==> config.mk <==
export PLATFORM = sky130hd
export DESIGN_NAME = cdb_result_arb
export DESIGN_NICKNAME = d
export VERILOG_FILES = /design/src/rtl/cdb_result_arb_pkg.sv /design/src/rtl/result_fifo.sv /design/src/rtl/cdb_result_arb.sv
export SDC_FILE = /design/constraint.sdc
export NUM_CORES = 1
export LEC_CHECK = 0
export ABC_CLOCK_PERIOD_IN_PS = 10400
export BUFFER_PORTS_ARGS = -buffer_cell sky130_fd_sc_hd__buf_2
export CORE_MARGIN = 2
export CORE_UTILIZATION = 45
export CTS_BUF_LIST = sky130_fd_sc_hd__clkbuf_2 sky130_fd_sc_hd__clkbuf_4 sky130_fd_sc_hd__clkbuf_8
export DETAILED_ROUTE_END_ITERATION = 12
export HOLD_SLACK_MARGIN = 0.02
export PLACE_DENSITY = 0.68
export SLEW_MARGIN = 0
export SYNTH_ARGS = -nofsm -noshare
export SYNTH_HDL_FRONTEND = slang
export SYNTH_HIERARCHICAL = 1
export SYNTH_SLANG_ARGS = --single-unit
==> constraint.sdc <==
create_clock -name clk -period 10.4 [get_ports clk]
set_clock_uncertainty 0.05 [all_clocks]
set_input_delay 2.08 -clock clk [delete_from_list [all_inputs] [get_ports clk]]
set_output_delay 2.08 -clock clk [all_outputs]
set_load 0.03 [all_outputs]
==> src/rtl/cdb_result_arb_pkg.sv <==
// Shared result-bus types and sizes used by the execute pipes, the IQs, the ROB and the CDB
// arbiter. CDB_COUNT and EXE_SRC_COUNT live here so that all of those blocks agree on them.
package cdb_result_arb_pkg;

    localparam int unsigned XLEN          = 32;
    localparam int unsigned ROB_ID_W      = 6;
    localparam int unsigned EXE_SRC_COUNT = 4;
    localparam int unsigned CDB_COUNT     = 2;

    typedef logic [XLEN-1:0]     word_t;
    typedef logic [ROB_ID_W-1:0] rob_id_t;

    typedef struct packed {
        rob_id_t rob_id;
        word_t   w_data;
        logic    w_reg;
    } cdb_info_t;

endpackage

==> src/rtl/result_fifo.sv <==
// Small per-source result FIFO. Ready depends only on the registered count. The head is read
// straight from storage, so there is no bypass from push to head.
module result_fifo
    import cdb_result_arb_pkg::*;
#(
    parameter int unsigned FIFO_DEPTH = 2
) (
    input  logic      clk,
    input  logic      rst_n,
    input  logic      flush,
    input  logic      push_valid_i,
    input  cdb_info_t push_data_i,
    output logic      push_ready_o,
    output cdb_info_t head_o,
    output logic      nonempty_o,
    input  logic      pop_i
);

    localparam int unsigned PW = $clog2(FIFO_DEPTH);
    localparam int unsigned CW = PW + 1;

    cdb_info_t       mem [FIFO_DEPTH];
    logic [PW-1:0]   wr_ptr_q, wr_ptr_d;
    logic [PW-1:0]   rd_ptr_q, rd_ptr_d;
    logic [CW-1:0]   count_q, count_d;
    logic            push;
    logic            pop;

    assign push_ready_o = (count_q != CW'(FIFO_DEPTH));
    assign nonempty_o   = (count_q != '0);
    assign push         = push_valid_i & push_ready_o;
    assign pop          = pop_i & nonempty_o;
    assign head_o       = mem[rd_ptr_q];

    always_comb begin
        wr_ptr_d = wr_ptr_q;
        rd_ptr_d = rd_ptr_q;
        count_d  = count_q;
        if (flush) begin
            wr_ptr_d = '0;
            rd_ptr_d = '0;
            count_d  = '0;
        end else begin
            if (push) wr_ptr_d = wr_ptr_q + PW'(1);
            if (pop)  rd_ptr_d = rd_ptr_q + PW'(1);
            unique case ({push, pop})
                2'b10:   count_d = count_q + CW'(1);
                2'b01:   count_d = count_q - CW'(1);
                default: count_d = count_q;
            endcase
        end
    end

    always_ff @(posedge clk or negedge rst_n) begin
        if (!rst_n) begin
            wr_ptr_q <= '0;
            rd_ptr_q <= '0;
            count_q  <= '0;
        end else begin
            wr_ptr_q <= wr_ptr_d;
            rd_ptr_q <= rd_ptr_d;
            count_q  <= count_d;
        end
    end

    // Storage is deliberately left uncleared; the count alone marks which entries are live.
    always_ff @(posedge clk) begin
        if (push && !flush) mem[wr_ptr_q] <= push_data_i;
    end

endmodule

==> src/rtl/cdb_result_arb.sv <==
// Buffers execute-pipe results in per-source FIFOs. Each cycle it grants up to CDB_COUNT FIFO heads,
// in round-robin order, onto the common data bus that feeds the ROB and the IQ forwarding ports.
module cdb_result_arb
    import cdb_result_arb_pkg::*;
#(
    parameter int unsigned SRC_COUNT  = cdb_result_arb_pkg::EXE_SRC_COUNT,
    parameter int unsigned CDB_COUNT  = cdb_result_arb_pkg::CDB_COUNT,
    parameter int unsigned FIFO_DEPTH = 2
) (
    input  logic                 clk,
    input  logic                 rst_n,
    input  logic                 flush,
    input  logic [SRC_COUNT-1:0] src_valid_i,
    input  cdb_info_t            src_data_i      [SRC_COUNT],
    output logic [SRC_COUNT-1:0] src_ready_o,
    output cdb_info_t            cdb_o           [CDB_COUNT],
    output logic [CDB_COUNT-1:0] cdb_valid_o,
    output word_t                cdb_data_o      [CDB_COUNT],
    output rob_id_t              cdb_reg_id_o    [CDB_COUNT],
    output logic [CDB_COUNT-1:0] cdb_fwd_valid_o
);

    localparam int unsigned SW = $clog2(SRC_COUNT);

    cdb_info_t            head     [SRC_COUNT];
    logic [SRC_COUNT-1:0] nonempty;
    logic [SRC_COUNT-1:0] grant;
    logic [SW-1:0]        lane_src [CDB_COUNT];
    logic [SW-1:0]        scan_idx;
    logic [SW-1:0]        rr_q, rr_d;

    for (genvar g = 0; g < SRC_COUNT; g++) begin : g_fifo
        result_fifo #(
            .FIFO_DEPTH (FIFO_DEPTH)
        ) u_fifo (
            .clk          (clk),
            .rst_n        (rst_n),
            .flush        (flush),
            .push_valid_i (src_valid_i[g]),
            .push_data_i  (src_data_i[g]),
            .push_ready_o (src_ready_o[g]),
            .head_o       (head[g]),
            .nonempty_o   (nonempty[g]),
            .pop_i        (grant[g])
        );
    end

    // Each lane takes the next non-empty, not-yet-granted source in scan order from rr_q. The
    // last assignment to rr_d therefore follows the final grant.
    always_comb begin
        grant       = '0;
        cdb_valid_o = '0;
        rr_d        = rr_q;
        scan_idx    = '0;
        for (int unsigned k = 0; k < CDB_COUNT; k++) lane_src[k] = '0;
        for (int unsigned k = 0; k < CDB_COUNT; k++) begin
            for (int unsigned j = 0; j < SRC_COUNT; j++) begin
                scan_idx = rr_q + SW'(j);
                if (!cdb_valid_o[k] && nonempty[scan_idx] && !grant[scan_idx]) begin
                    grant[scan_idx] = 1'b1;
                    cdb_valid_o[k]  = 1'b1;
                    lane_src[k]     = scan_idx;
                    rr_d            = scan_idx + SW'(1);
                end
            end
        end
    end

    always_comb begin
        for (int unsigned k = 0; k < CDB_COUNT; k++) begin
            cdb_o[k]           = cdb_valid_o[k] ? head[lane_src[k]] : '0;
            cdb_data_o[k]      = cdb_o[k].w_data;
            cdb_reg_id_o[k]    = cdb_o[k].rob_id;
            cdb_fwd_valid_o[k] = cdb_valid_o[k] & cdb_o[k].w_reg;
        end
    end

    always_ff @(posedge clk or negedge rst_n) begin
        if (!rst_n) begin
            rr_q <= '0;
        end else if (flush) begin
            rr_q <= '0;
        end else begin
            rr_q <= rr_d;
        end
    end

endmodule

# Word-level counts from Yosys, hierarchy flattened
# Memories as Yosys holds them, arrays and structs flattened.
# Cells that the tools add are included.
word_totals:
  ff_bits: 18
  ram_bits: 312
  inputBits: 163
  output_inout_bits: 162
  memories: 4
op_classes:
  n_addsub: 22
  magnitude_cmp: 10
  n_eq_ne: 12
  n_mux: 105
  n_bitwise: 19
  reduce_logical: 54
mem_list:
  columns: ["name", "words", "word_bits", "read_ports", "rd_clocked_by_memory_dff", "wr", "line", "rtl"]
  rows:
  - ["g_fifo[0].u_fifo.mem", 2, 39, 1, 0, 1, "result_fifo.sv:22", "cdb_info_t mem [FIFO_DEPTH];"]
  - ["g_fifo[1].u_fifo.mem", 2, 39, 1, 0, 1, "result_fifo.sv:22", null]
  - ["g_fifo[2].u_fifo.mem", 2, 39, 1, 0, 1, "result_fifo.sv:22", null]
  - ["g_fifo[3].u_fifo.mem", 2, 39, 1, 0, 1, "result_fifo.sv:22", null]
op_table:
  columns: ["cell", "count"]
  rows:
  - ["$mux W39", 6]
  - ["$bmux W39 S2", 2]
  - ["$mux W1", 48]
  - ["$mux W2", 21]
  - ["$mux W4", 8]
  - ["$or A4 B4 Y4", 7]
  - ["$bmux W1 S2", 12]
  - ["$reduce_bool A2 Y1", 12]
  - ["$logic_and A1 B1 Y1", 22]
  - ["$add A2 B1 Y2 const B", 8]
  - ["$pmux W2 S2", 4]
  - ["$logic_not A1 Y1", 15]
  - ["$lt A2 B3 Y1 const B", 4]
  - ["$reduce_bool A3 Y1", 4]
  - ["$and A1 B1 Y1", 10]
  - ["$reduce_bool A9 Y1", 1]
  - ["$add A1 B1 Y1 const B", 8]
  - ["$demux W1 S2", 4]
  - ["$eq A2 B1 Y1 const B", 4]
  - ["$eq A2 B2 Y1 const B", 4]
  - ["$ge A2 B1 Y1 const B", 4]
  - ["$ne A2 B2 Y1 const B", 4]
  - ["$sub A2 B1 Y2 const B", 4]
  - ["$ge A3 B3 Y1 const B", 2]
  - ["other kinds (2)", 4]

# Longest topological paths before layout
# Gate-level depths: netlist of run 1.
logic_depth:
  word_depth: 46
  mapped_depth: 22
  depth_no_buf: 16

# By module
# The synthesis of run 1 kept the hierarchy.
by_module_without_submodules:
  columns: ["mod", "n_inst", "cells_per_inst", "area_per_inst_um2", "seq_area_each_um2"]
  rows:
  - ["result_fifo", 4, 147, 3032.9, 2442.3]
  - ["cdb_result_arb", 1, 912, 6202.2, 50.0]

# Worst setup path after synthesis of run 1
# Ideal clock, no wire load.
synth_timing:
  kind: "register to output"
  start: "register rr_q[0]"
  end: "output cdb_o[20] (netlist bit)"
  arrival_time_ps: 5186
  t_required_ps: 8270
  slack_ps: 3084
  stages_incl_launch_ff: 20
  n_path_buf: 6
  cell_sequence: "dfrtp_1 > buf_2 > buf_1 > inv_2 > ha_1 > buf_4 > mux4_2 > or3b_1 > a21oi_2 > nor4_1 > o31ai_4 > o221ai_2 > a211o_1 > a2111oi_1 > a21o_1 > buf_4 > buf_4 > a221oi_2 > o221ai_1 > buf_4"
synth_rtl:
  columns: ["item", "line", "rtl"]
  rows:
  - ["start, declared", "cdb_result_arb.sv:30", "logic [SW-1:0] rr_q, rr_d;"]
  - ["start signal, assigned", "cdb_result_arb.sv:84", "rr_q <= rr_d;"]
  - ["end, declared", "cdb_result_arb.sv:16", "output cdb_info_t cdb_o [CDB_COUNT],"]

==> results of run 1 <==
-- logic make-up after synthesis --
kind of cell,Yosys count,share of synthesized area
buf+inv,222,0.0687
fa+ha+maj,8,0.00546
flops,330,0.536
mux,211,0.128
compound gates,382,0.166
simple gates,343,0.0938
xor+xnor,4,0.00191
-- critical path, stage by stage (launching register included) --
cell and delay, ns:
dfrtp_4 0.96, inv_2 0.35, ha_1 0.75, mux4_2 0.74, or3b_1 0.41, a21oi_1 0.23
nor4bb_1 0.12, o31ai_4 0.71, o221ai_2 0.22, a211o_1 0.33, a2111oi_1 0.45, a21o_4 0.66
buf_12 0.31, a21oi_1 0.10, o221ai_1 0.25, buf_2 0.26
-- cell type report --
class,count,share of cell area
sequential,330,0.472
multi-input combinational,948,0.353
timing repair buffer,349,0.0876
clock buffer,72,0.0428
tap,525,0.0316
clock inverter,22,0.00806
inverter,22,0.00397
antenna,1,0.000120
-- cell usage in the layout (no fill, tap or decap), drive strengths merged, types with 3 or more instances in the layout --
cell type,Yosys,final
o31ai,3,3
nor3b,9,9
clkinv,0,17
xor2,4,4
mux4,3,3
a31oi,3,3
edfxtp,312,312
o211ai,7,7
mux2,160,160
or2,9,9
or3,5,5
mux2i,48,48
and3,3,3
o21ai,104,104
inv,22,23
a21oi,70,70
clkbuf,59,72
nand2,106,106
nand3b,5,5
nor3,9,9
a221oi,41,41
nand3,123,123
a21o,9,9
buf,141,349
a211oi,80,80
nor2b,44,44
or3b,3,3
ha,8,8
o221ai,40,40
nor2,14,14
o21a,4,4
dfrtp,18,18
-- worst min path at each step --
stage               slack, ns  depth (start not counted)                                    end                             startpoint
CTS                      0.54                          2  g_fifo[0].u_fifo/wr_ptr_q$_DFFE_PN0P_  g_fifo[0].u_fifo/wr_ptr_q$_DFFE_PN0P_
global placement         0.52                          2  g_fifo[3].u_fifo/wr_ptr_q$_DFFE_PN0P_  g_fifo[3].u_fifo/wr_ptr_q$_DFFE_PN0P_
detailed placement       0.53                          2  g_fifo[0].u_fifo/wr_ptr_q$_DFFE_PN0P_  g_fifo[0].u_fifo/wr_ptr_q$_DFFE_PN0P_
finish                   0.54                          2  g_fifo[0].u_fifo/wr_ptr_q$_DFFE_PN0P_  g_fifo[0].u_fifo/wr_ptr_q$_DFFE_PN0P_
floorplan                0.48                          2  g_fifo[0].u_fifo/wr_ptr_q$_DFFE_PN0P_  g_fifo[0].u_fifo/wr_ptr_q$_DFFE_PN0P_
global route             0.57                          2  g_fifo[3].u_fifo/wr_ptr_q$_DFFE_PN0P_  g_fifo[3].u_fifo/wr_ptr_q$_DFFE_PN0P_
-- sequential cells by signal, summed over array words and instances, names as in the netlist --
name	flops
g_fifo.u_fifo/count_q	8
rr_q	2
g_fifo.u_fifo/mem	312
g_fifo.u_fifo/rd_ptr_q	4
g_fifo.u_fifo/wr_ptr_q	4
-- metrics by stage --
| step | setup WS [ns] | instances | area (µm²) |
|---|---|---|---|
| floorplan | 3.08 | 1500 | 18300 |
| global placement | 1.51 | 2174 | 19700 |
| detailed placement | 1.45 | 2174 | 19700 |
| CTS | 0.772 | 2268 | 20800 |
| global route | 0.298 | 2269 | 20800 |
| finish | 0.714 | 2269 | 20800 |
-- layer usage --
metal	wire (µm)	part of all wire	vias to the layer above	track usage
met5	21	0.00037	-	0
met4	1570	0.028	4	0.0867
met3	3190	0.057	85	0.0372
met2	30100	0.53	547	0.487
met1	21600	0.38	6630	0.316
li1	-	-	6145	-
==> summary.md, run 1 <==
| Metric | Value |
|---|---|
| Post-layout util | `0.520` |
| Buffers on Ports | `324` |
| Max cap viols | `0` |
| Final Slew Violations | `0` |
| Routed wire length | `56,500 µm` |
| Post-CTS Hold Fix Bufs | `0` |
| Clk slew on worst S/H paths | `0.06 ns` |
| Synth unique cells | `66` |
| Most common cell in the synthesized netlist | `edfxtp_1` |
| Final ANT Viol Nets | `0` |
| Hold WS | `0.538 ns` |
| GRT Overall Usage | `0.264` |
| First-pass GRT wire length | `82,000 µm` |
| Iter 0 DRT Violations | `1,030` |
| Fmax achieved | `0.103 GHz` |
| Core area | `0.0400 mm²` |
| Slew @ Worst Pin | `1.23 ns` |
| Initial Utilization | `0.458` |
| RSZ-0062 raised after global routing | `no` |
| Largest net degree at the start of global routing | `118` |
| DP Wirelength | `40,400 µm` |
| Clock sinks | `330` |
| Synth area leaders | `edfxtp_1 (51%), mux2_2 (9.8%), buf_4 (3.5%), nand3_1 (3.4%), a211oi_1 (3.3%)` |
| CP startpoint | `rr_q[0]$_DFFE_PN0P_` |
| Synth Net Count | `1,671` |
| # resized after CTS | `0` |
| Warnings from Yosys | `6` |
| Setup crit end kind | `output port` |
| Sum of negative setup slack | `0 ns` |
| Final hold violations | `0` |
| Startpoint types | `flop` |
| Synthesized instance count | `1,500` |
| Cts bufs inserted | `55` |
| Yosys top cell area share | `0.511` |
| Setup-failing EPs final | `0` |
| Reg area | `0.00982 mm²` |
| Full die area | `0.0424 mm²` |
| Drt via density | `5.91` |
| Worst setup path endpoint | `cdb_o[8]` |
| Number of synthesized flops with an enable pin | `312` |
| Antenna violations before repair | `3` |
| Worst r2r src | `rr_q[0]$_DFFE_PN0P_` |
| Root buf cell | `clkbuf_8` |
| Reg2reg setup slack | `3.62 ns` |
| Post-route clock period utilization | `0.931` |
| Setup repair bufs after CTS | `0` |
| Die Wd | `206 µm` |
| FF+latch count, synth | `330` |
| TritonCTS clock tree | `yes` |
| Cell type with the highest aggregate area in the netlist | `edfxtp_1` |
| Mean Syn Cell Area | `12.2 µm²` |
| Register area share after synthesis | `0.536` |
| WP data arrival | `7.56 ns` |
| Detailed-route via count | `13,411` |
| First-pass detailed-route iteration total | `8` |
| Critical path class | `flop to output port` |
| Async set-reset flop share out of synthesis | `0.0545` |
| Min Clock Period, post-route | `9.69 ns` |
| Ys flop type | `edfxtp_1` |
| Area grow syn2layout | `13.4%` |
| Residual DRC | `0` |
| H-tree depth | `2` |
| Status | `finished clean` |
| Fill cell count | `3,539` |
| Worst-path maximum fanout | `79` |
| Max_slew headroom | `0.182` |
| Top Ports | `325` |
| Global route overflow | `0` |
| Min-delay worst type | `flop to flop` |
| Post-synth top cells | `edfxtp_1 (312), mux2_2 (160), nand3_1 (123)` |
| Final nets | `1,877` |
| Max Buffers Root-to-Sink | `3` |
| Area of the mapped netlist | `0.0183 mm²` |
| Wire length per cell | `24.9 µm` |
| Gpl congestion | `0.926` |
| Die Ht | `206 µm` |
| Clock Latency Late Sink | `0.63 ns` |
| Worst R2R Path Depth | `16` |
| RR Endpoint | `g_fifo[3].u_fifo/count_q[0]$_DFFE_PN0P_` |
| Vias in the first global route | `12,875` |
| Share of cells above drive strength 1 | `0.409` |
| Critical Path RT | `8.27 ns` |
| Multi-input gate area | `0.00735 mm²` |
| Rows | `73` |
Power of run 1 is left out: the tool's default activity adds up to more than one toggle a clock period on the data nets, which glitch-free logic cannot reach.
==> run 2: changes to the inputs <==
PLACE_DENSITY = 0.75   (was 0.68)
==> run 2 against run 1 <==
- sequential share of layout area fell by 0.13 points
- die area did not move
- cell area rose by 0.28%
- hold slack barely moved
- critical endpoint is now cdb_data_o[19]
==> summary.md, run 2 (synthesis gave the netlist of run 1 again) <==
| Metric | Value |
|---|---|
| Fmax achieved | `0.103 GHz (-0.42%)` |
| DP Wirelength | `40,600 µm (+0.57%)` |
| Post-CTS Hold Fix Bufs | `0 (unchanged)` |
| TritonCTS clock tree | `yes` |
| Clock Latency Late Sink | `0.63 ns (about the same)` |
| Iter 0 DRT Violations | `1,204 (+17%)` |
| Global route overflow | `0 (unchanged)` |
| Min-delay src | `g_fifo[0].u_fifo/wr_ptr_q$_DFFE_PN0P_` |
| Initial Utilization | `0.458 (unchanged)` |
| Startpoint types | `flop` |
| Max reg flops | `312 (unchanged)` |
| Core area | `0.0400 mm² (unchanged)` |
| First-pass detailed-route iteration total | `5 (-3)` |
| Slew @ Worst Pin | `1.02 ns (-0.203 ns)` |
| Full die area | `0.0424 mm² (unchanged)` |
| GRT Overall Usage | `0.265 (+0.000611)` |
| Detailed-route via count | `13,585 (+1.3%)` |
| Buffers & Inverters on Critical Path | `3 (unchanged)` |
| WP data arrival | `7.60 ns (+0.04 ns)` |
| Setup repair bufs after CTS | `0 (unchanged)` |
| Final hold violations | `0 (unchanged)` |
| Worst r2r src | `rr_q[0]$_DFFE_PN0P_` |
| Clk slew on worst S/H paths | `0.07 ns (about the same)` |
| Sum of negative setup slack | `0 ns (unchanged)` |
| Gpl congestion | `1.01 (+8.8%)` |
| Max cap viols | `0 (unchanged)` |
| Die Ht | `206 µm (unchanged)` |
| Worst-path maximum fanout | `62 (-22%)` |
| Critical path class | `flop to output port` |
| Final ANT Viol Nets | `0 (unchanged)` |
| Slowest cell delay on critical path | `0.83 ns (-0.13 ns)` |
| CP startpoint | `rr_q[0]$_DFFE_PN0P_` |
| Residual DRC | `0 (unchanged)` |
| First-pass GRT wire length | `82,700 µm (+0.93%)` |
| Fin area | `0.0209 mm² (+0.28%)` |
| Root buf cell | `clkbuf_8` |
| Drt via density | `5.97 (+1.1%)` |
| Vias in the first global route | `13,267 (+3.0%)` |
| Die Wd | `206 µm (unchanged)` |
| Max_slew headroom | `0.317 (+0.135)` |
| Status | `finished clean` |
| Antenna violations before repair | `5 (+2)` |
| Cts bufs inserted | `54 (-1.8%)` |
| Worst path slowest cell | `dfrtp_4` |
| RSZ-0062 raised after global routing | `no` |
| Area grow syn2layout | `13.7%` |
| Final Slew Violations | `0 (unchanged)` |
| Rows | `73 (unchanged)` |
| Routed wire length | `56,500 µm (+0.12%)` |
| Largest reg by FF count | `g_fifo.u_fifo/mem` |
| CP delay by family, top | `compound AO/OA/AOI/OAI gates` |
| Commonest non-fill, non-tap cell in the layout | `buf_2` |
| CP cell instances | `inv_2, ha_1, mux4_2, or3b_1, a21oi_1, nor4bb_1, o31ai_4, o221ai_2, a211o_1, a2111oi_1, a21o_4, buf_4, a221oi_2, o221ai_1, buf_2` |
| Buffers on Ports | `324 (unchanged)` |
| Critical Path RT | `8.27 ns (about the same)` |
| Share of cells above drive strength 1 | `0.410 (+0.00135)` |
| Post-route clock period utilization | `0.935 (+0.00391)` |
| # resized after CTS | `0 (unchanged)` |
| Min Clock Period, post-route | `9.73 ns (+0.0407 ns)` |
| Largest registers | `g_fifo.u_fifo/mem: 312 flops, g_fifo.u_fifo/count_q: 8 flops` |
| Setup-failing EPs final | `0 (unchanged)` |
| Setup crit end kind | `output port` |
| Top Ports | `325 (unchanged)` |
| Max Buffers Root-to-Sink | `3 (unchanged)` |
| Placed inst area | `0.0197 mm² (about the same)` |
| Wire length per cell | `24.9 µm (about the same)` |
| Most frequent cells in the layout | `buf_2 (324), edfxtp_1 (312), mux2_2 (160)` |
| Largest net degree at the start of global routing | `118 (unchanged)` |
| H-tree depth | `2 (unchanged)` |
| Clock sinks | `330 (unchanged)` |
| Final nets | `1,877 (unchanged)` |
| Min-delay worst type | `flop to flop` |
## run 2: cell count changes in the layout (fill, tap and decap cells not counted), moves of 2 or more
cell / previous run / this run
bufinv_16: 2 / 4
clkinv_2: 4 / 9
clkinvlp_4: 2 / 0
clkbuf_8: 56 / 54
## run 2: worst register-to-register path, cell delays in order (launching register included)
cell and delay, ns:
dfrtp_4 0.83, inv_2 0.32, ha_1 0.74, mux4_2 0.72, or3b_1 0.38, a21oi_1 0.22
nor4bb_1 0.12, o31ai_4 0.70, nand4_1 0.25, nor3_1 0.31, o211ai_2 0.22, nand2_1 0.21
inv_1 0.10, o21ai_0 0.76, mux2i_1 0.16, or2_2 0.32, a21oi_1 0.12
## run 2: area by class of cell
class                   count  area (µm²)
diodes                      2        5.00
inverters                  22        82.6
repair buffers            350        1830
flip-flops and latches    330        9820
fillers                  3469       19200
clock inverters            28         256
clock buffers              69         856
well taps                 525         657
multi-input cells         948        7340
## run 2: worst paths after layout
check / endpoint / cells past startpoint / slack [ns]
max: cdb_data_o[19] / 15 / 0.67
min: g_fifo[0].u_fifo/wr_ptr_q$_DFFE_PN0P_ / 2 / 0.54
max reg2reg: g_fifo[0].u_fifo/count_q[0]$_DFFE_PN0P_ / 16 / 3.76
min reg2reg: g_fifo[0].u_fifo/wr_ptr_q$_DFFE_PN0P_ / 2 / 0.54
max in group asynchronous: rr_q[0]$_DFFE_PN0P_ / 1 / 8.58
min in group asynchronous: rr_q[0]$_DFFE_PN0P_ / 1 / 1.36
## run 2: per-layer routing
layer | vias up | GRT usage | part of all wire
met5 | - | 0 | 0.00069
met4 | 6 | 0.113 | 0.042
met3 | 120 | 0.0443 | 0.059
met2 | 586 | 0.475 | 0.52
met1 | 6715 | 0.313 | 0.38
li1 | 6158 | - | -
## run 2: per-stage QoR
step / hold slack [ns] / util / instances / setup WS [ns]
after floorplan: 0.479 / - / 1500 / 3.08
after global placement: 0.520 / 0.493 / 2175 / 1.51
after global routing: 0.571 / 0.521 / 2272 / 0.179
after detailed placement: 0.526 / 0.493 / 2175 / 1.41
final: 0.538 / 0.521 / 2274 / 0.673
after CTS: 0.535 / 0.521 / 2272 / 0.686
Power of run 2 is left out for the same reason.
==> run 3: changes to the inputs <==
--- a/constraint.sdc
+++ b/constraint.sdc
@@ -4,2 +4,2 @@
 set_output_delay 2.08 -clock clk [all_outputs]
-set_load 0.03 [all_outputs]
+set_load 0.02 [all_outputs]
==> run 3 against run 2 <==
- hold slack worse by 0.0071 ns
- routed wire length increased by 2.5%
- maximum frequency grew 2.9%
- critical path type unchanged
- largest cell class unchanged
- highest routed layer unchanged
==> summary.md, run 3 (synthesis gave the netlist of run 1 again) <==
| Metric | Value |
|---|---|
| Fill cell count | `3,539 (+2.0%)` |
| Die Ht | `206 µm (unchanged)` |
| WP data arrival | `7.33 ns (-0.27 ns)` |
| Wire length per cell | `25.5 µm (+2.4%)` |
| Worst Hold End | `g_fifo[2].u_fifo/wr_ptr_q$_DFFE_PN0P_` |
| Rows | `73 (unchanged)` |
| Area grow syn2layout | `13.7% (about the same)` |
| Max reg flops | `312 (unchanged)` |
| Setup-failing EPs final | `0 (unchanged)` |
| RSZ-0062 raised after global routing | `no` |
| Detailed-route via count | `13,704 (+0.88%)` |
| Antenna violations before repair | `3 (-2)` |
| DP Cell Count | `2,177 (+0.092%)` |
| Hold path depth | `2 (unchanged)` |
| Top Ports | `325 (unchanged)` |
| Vias in the first global route | `13,342 (+0.57%)` |
| Min Clock Period, post-route | `9.46 ns (-0.271 ns)` |
| Largest net degree at the start of global routing | `118 (unchanged)` |
| Clk slew on worst S/H paths | `0.05 ns (-0.02 ns)` |
| # resized after CTS | `0 (unchanged)` |
| Largest reg by FF count | `g_fifo.u_fifo/mem` |
| RR Endpoint | `g_fifo[0].u_fifo/count_q[0]$_DFFE_PN0P_` |
| Post-CTS Hold Fix Bufs | `0 (unchanged)` |
| Buffers on Ports | `324 (unchanged)` |
| Initial Utilization | `0.458 (unchanged)` |
| Final Slew Violations | `0 (unchanged)` |
| Root buf cell | `clkbuf_8` |
| First-pass detailed-route iteration total | `5 (unchanged)` |
| Status | `finished clean` |
| Iter 0 DRT Violations | `1,040 (-14%)` |
| Clock sinks | `330 (unchanged)` |
| First-pass GRT wire length | `84,400 µm (+2.1%)` |
| Die Wd | `206 µm (unchanged)` |
| Most frequent cells in the layout | `buf_2 (324), edfxtp_1 (312), mux2_2 (160)` |
| Share of cells above drive strength 1 | `0.413 (+0.00296)` |
| Largest registers | `g_fifo.u_fifo/mem: 312 flops, g_fifo.u_fifo/count_q: 8 flops` |
| Drt via density | `6.02 (+0.83%)` |
| Critical Path RT | `8.27 ns (about the same)` |
| Worst-path maximum fanout | `54 (-13%)` |
| Max Buffers Root-to-Sink | `3 (unchanged)` |
| Commonest non-fill, non-tap cell in the layout | `buf_2` |
| Residual DRC | `0 (unchanged)` |
| Fmax achieved | `0.106 GHz (+2.9%)` |
| Full die area | `0.0424 mm² (unchanged)` |
| Worst R2R Path Depth | `16 (unchanged)` |
| Core area | `0.0400 mm² (unchanged)` |
| Worst r2r src | `rr_q[0]$_DFFE_PN0P_` |
| Gpl congestion | `0.912 (-9.5%)` |
| Max cap viols | `0 (unchanged)` |
| Final hold violations | `0 (unchanged)` |
| Reg2reg setup slack | `4.07 ns (+0.31 ns)` |
| Startpoint types | `flop` |
| Global route overflow | `0 (unchanged)` |
| Final nets | `1,879 (+0.11%)` |
| Setup crit end kind | `output port` |
| Cts bufs inserted | `54 (unchanged)` |
| Post-route clock period utilization | `0.909 (-0.0260)` |
| Min-delay src | `g_fifo[2].u_fifo/wr_ptr_q$_DFFE_PN0P_` |
| DP Wirelength | `41,500 µm (+2.3%)` |
| Max_slew headroom | `0.231 (-0.0862)` |
| GRT Overall Usage | `0.272 (+0.00699)` |
| Place WS | `1.67 ns (+0.261 ns)` |
| Clock Latency Late Sink | `0.61 ns (-0.02 ns)` |
| Routed wire length | `57,900 µm (+2.5%)` |
| Min-delay worst type | `flop to flop` |
| Setup repair bufs after CTS | `0 (unchanged)` |
| Slew @ Worst Pin | `1.15 ns (+0.129 ns)` |
| Fin area | `0.0208 mm² (about the same)` |
| Final ANT Viol Nets | `0 (unchanged)` |
| Min setup slack post-route | `0.944 ns (+0.271 ns)` |
| H-tree depth | `2 (unchanged)` |
| Critical path class | `flop to output port` |
| TritonCTS clock tree | `yes` |
| Fin cells | `2,275 (+0.044%)` |
| Placed inst area | `0.0197 mm² (about the same)` |
| Sum of negative setup slack | `0 ns (unchanged)` |
==> run 3: metal layers <==
metal | wire (µm) | global-route usage
met1 | 21500 | 0.321
met2 | 30200 | 0.492
met3 | 3700 | 0.0388
met4 | 2520 | 0.119
met5 | 24 | 0
==> run 3: critical path: stages (launching register included) <==
cell       delay [ns]
dfrtp_4          0.71
inv_2            0.25
ha_1             0.70
mux4_2           0.72
or3b_1           0.41
a21oi_2          0.19
nor4_1           0.10
o31ai_4          0.72
o221ai_2         0.22
a211o_1          0.33
a2111oi_1        0.49
a21o_4           0.70
buf_4            0.43
a21oi_2          0.10
o221ai_2         0.32
buf_2            0.24
==> run 3: how the worst max path moves through the flow <==
stage	startpoint	end	slack [ns]	depth (start not counted)
floorplan	rr_q[0]$_DFFE_PN0P_	cdb_o[20]	3.27	19
global placement	rr_q[0]$_DFFE_PN0P_	cdb_data_o[10]	1.80	15
detailed placement	rr_q[0]$_DFFE_PN0P_	cdb_data_o[10]	1.67	15
CTS	rr_q[0]$_DFFE_PN0P_	cdb_data_o[10]	1.03	15
global route	rr_q[0]$_DFFE_PN0P_	cdb_data_o[10]	0.64	15
finish	rr_q[0]$_DFFE_PN0P_	cdb_data_o[10]	0.94	15
==> run 3: layout make-up <==
class	count	area, µm²	share of cell area
multi-input cells	948	7340	0.352
flip-flops and latches	330	9820	0.471
repair buffers	352	1830	0.0879
diodes	1	2.50	0.000120
clock buffers	78	930	0.0446
inverters	22	82.6	0.00396
clock inverters	19	173	0.00828
well taps	525	657	0.0315
==> run 3: through the flow <==
stage,hold slack (ns),util
global route,0.578,0.521
detailed placement,0.532,0.493
CTS,0.535,0.521
finish,0.531,0.521
floorplan,0.479,-
global placement,0.520,0.493
Power of run 3 is left out for the same reason.
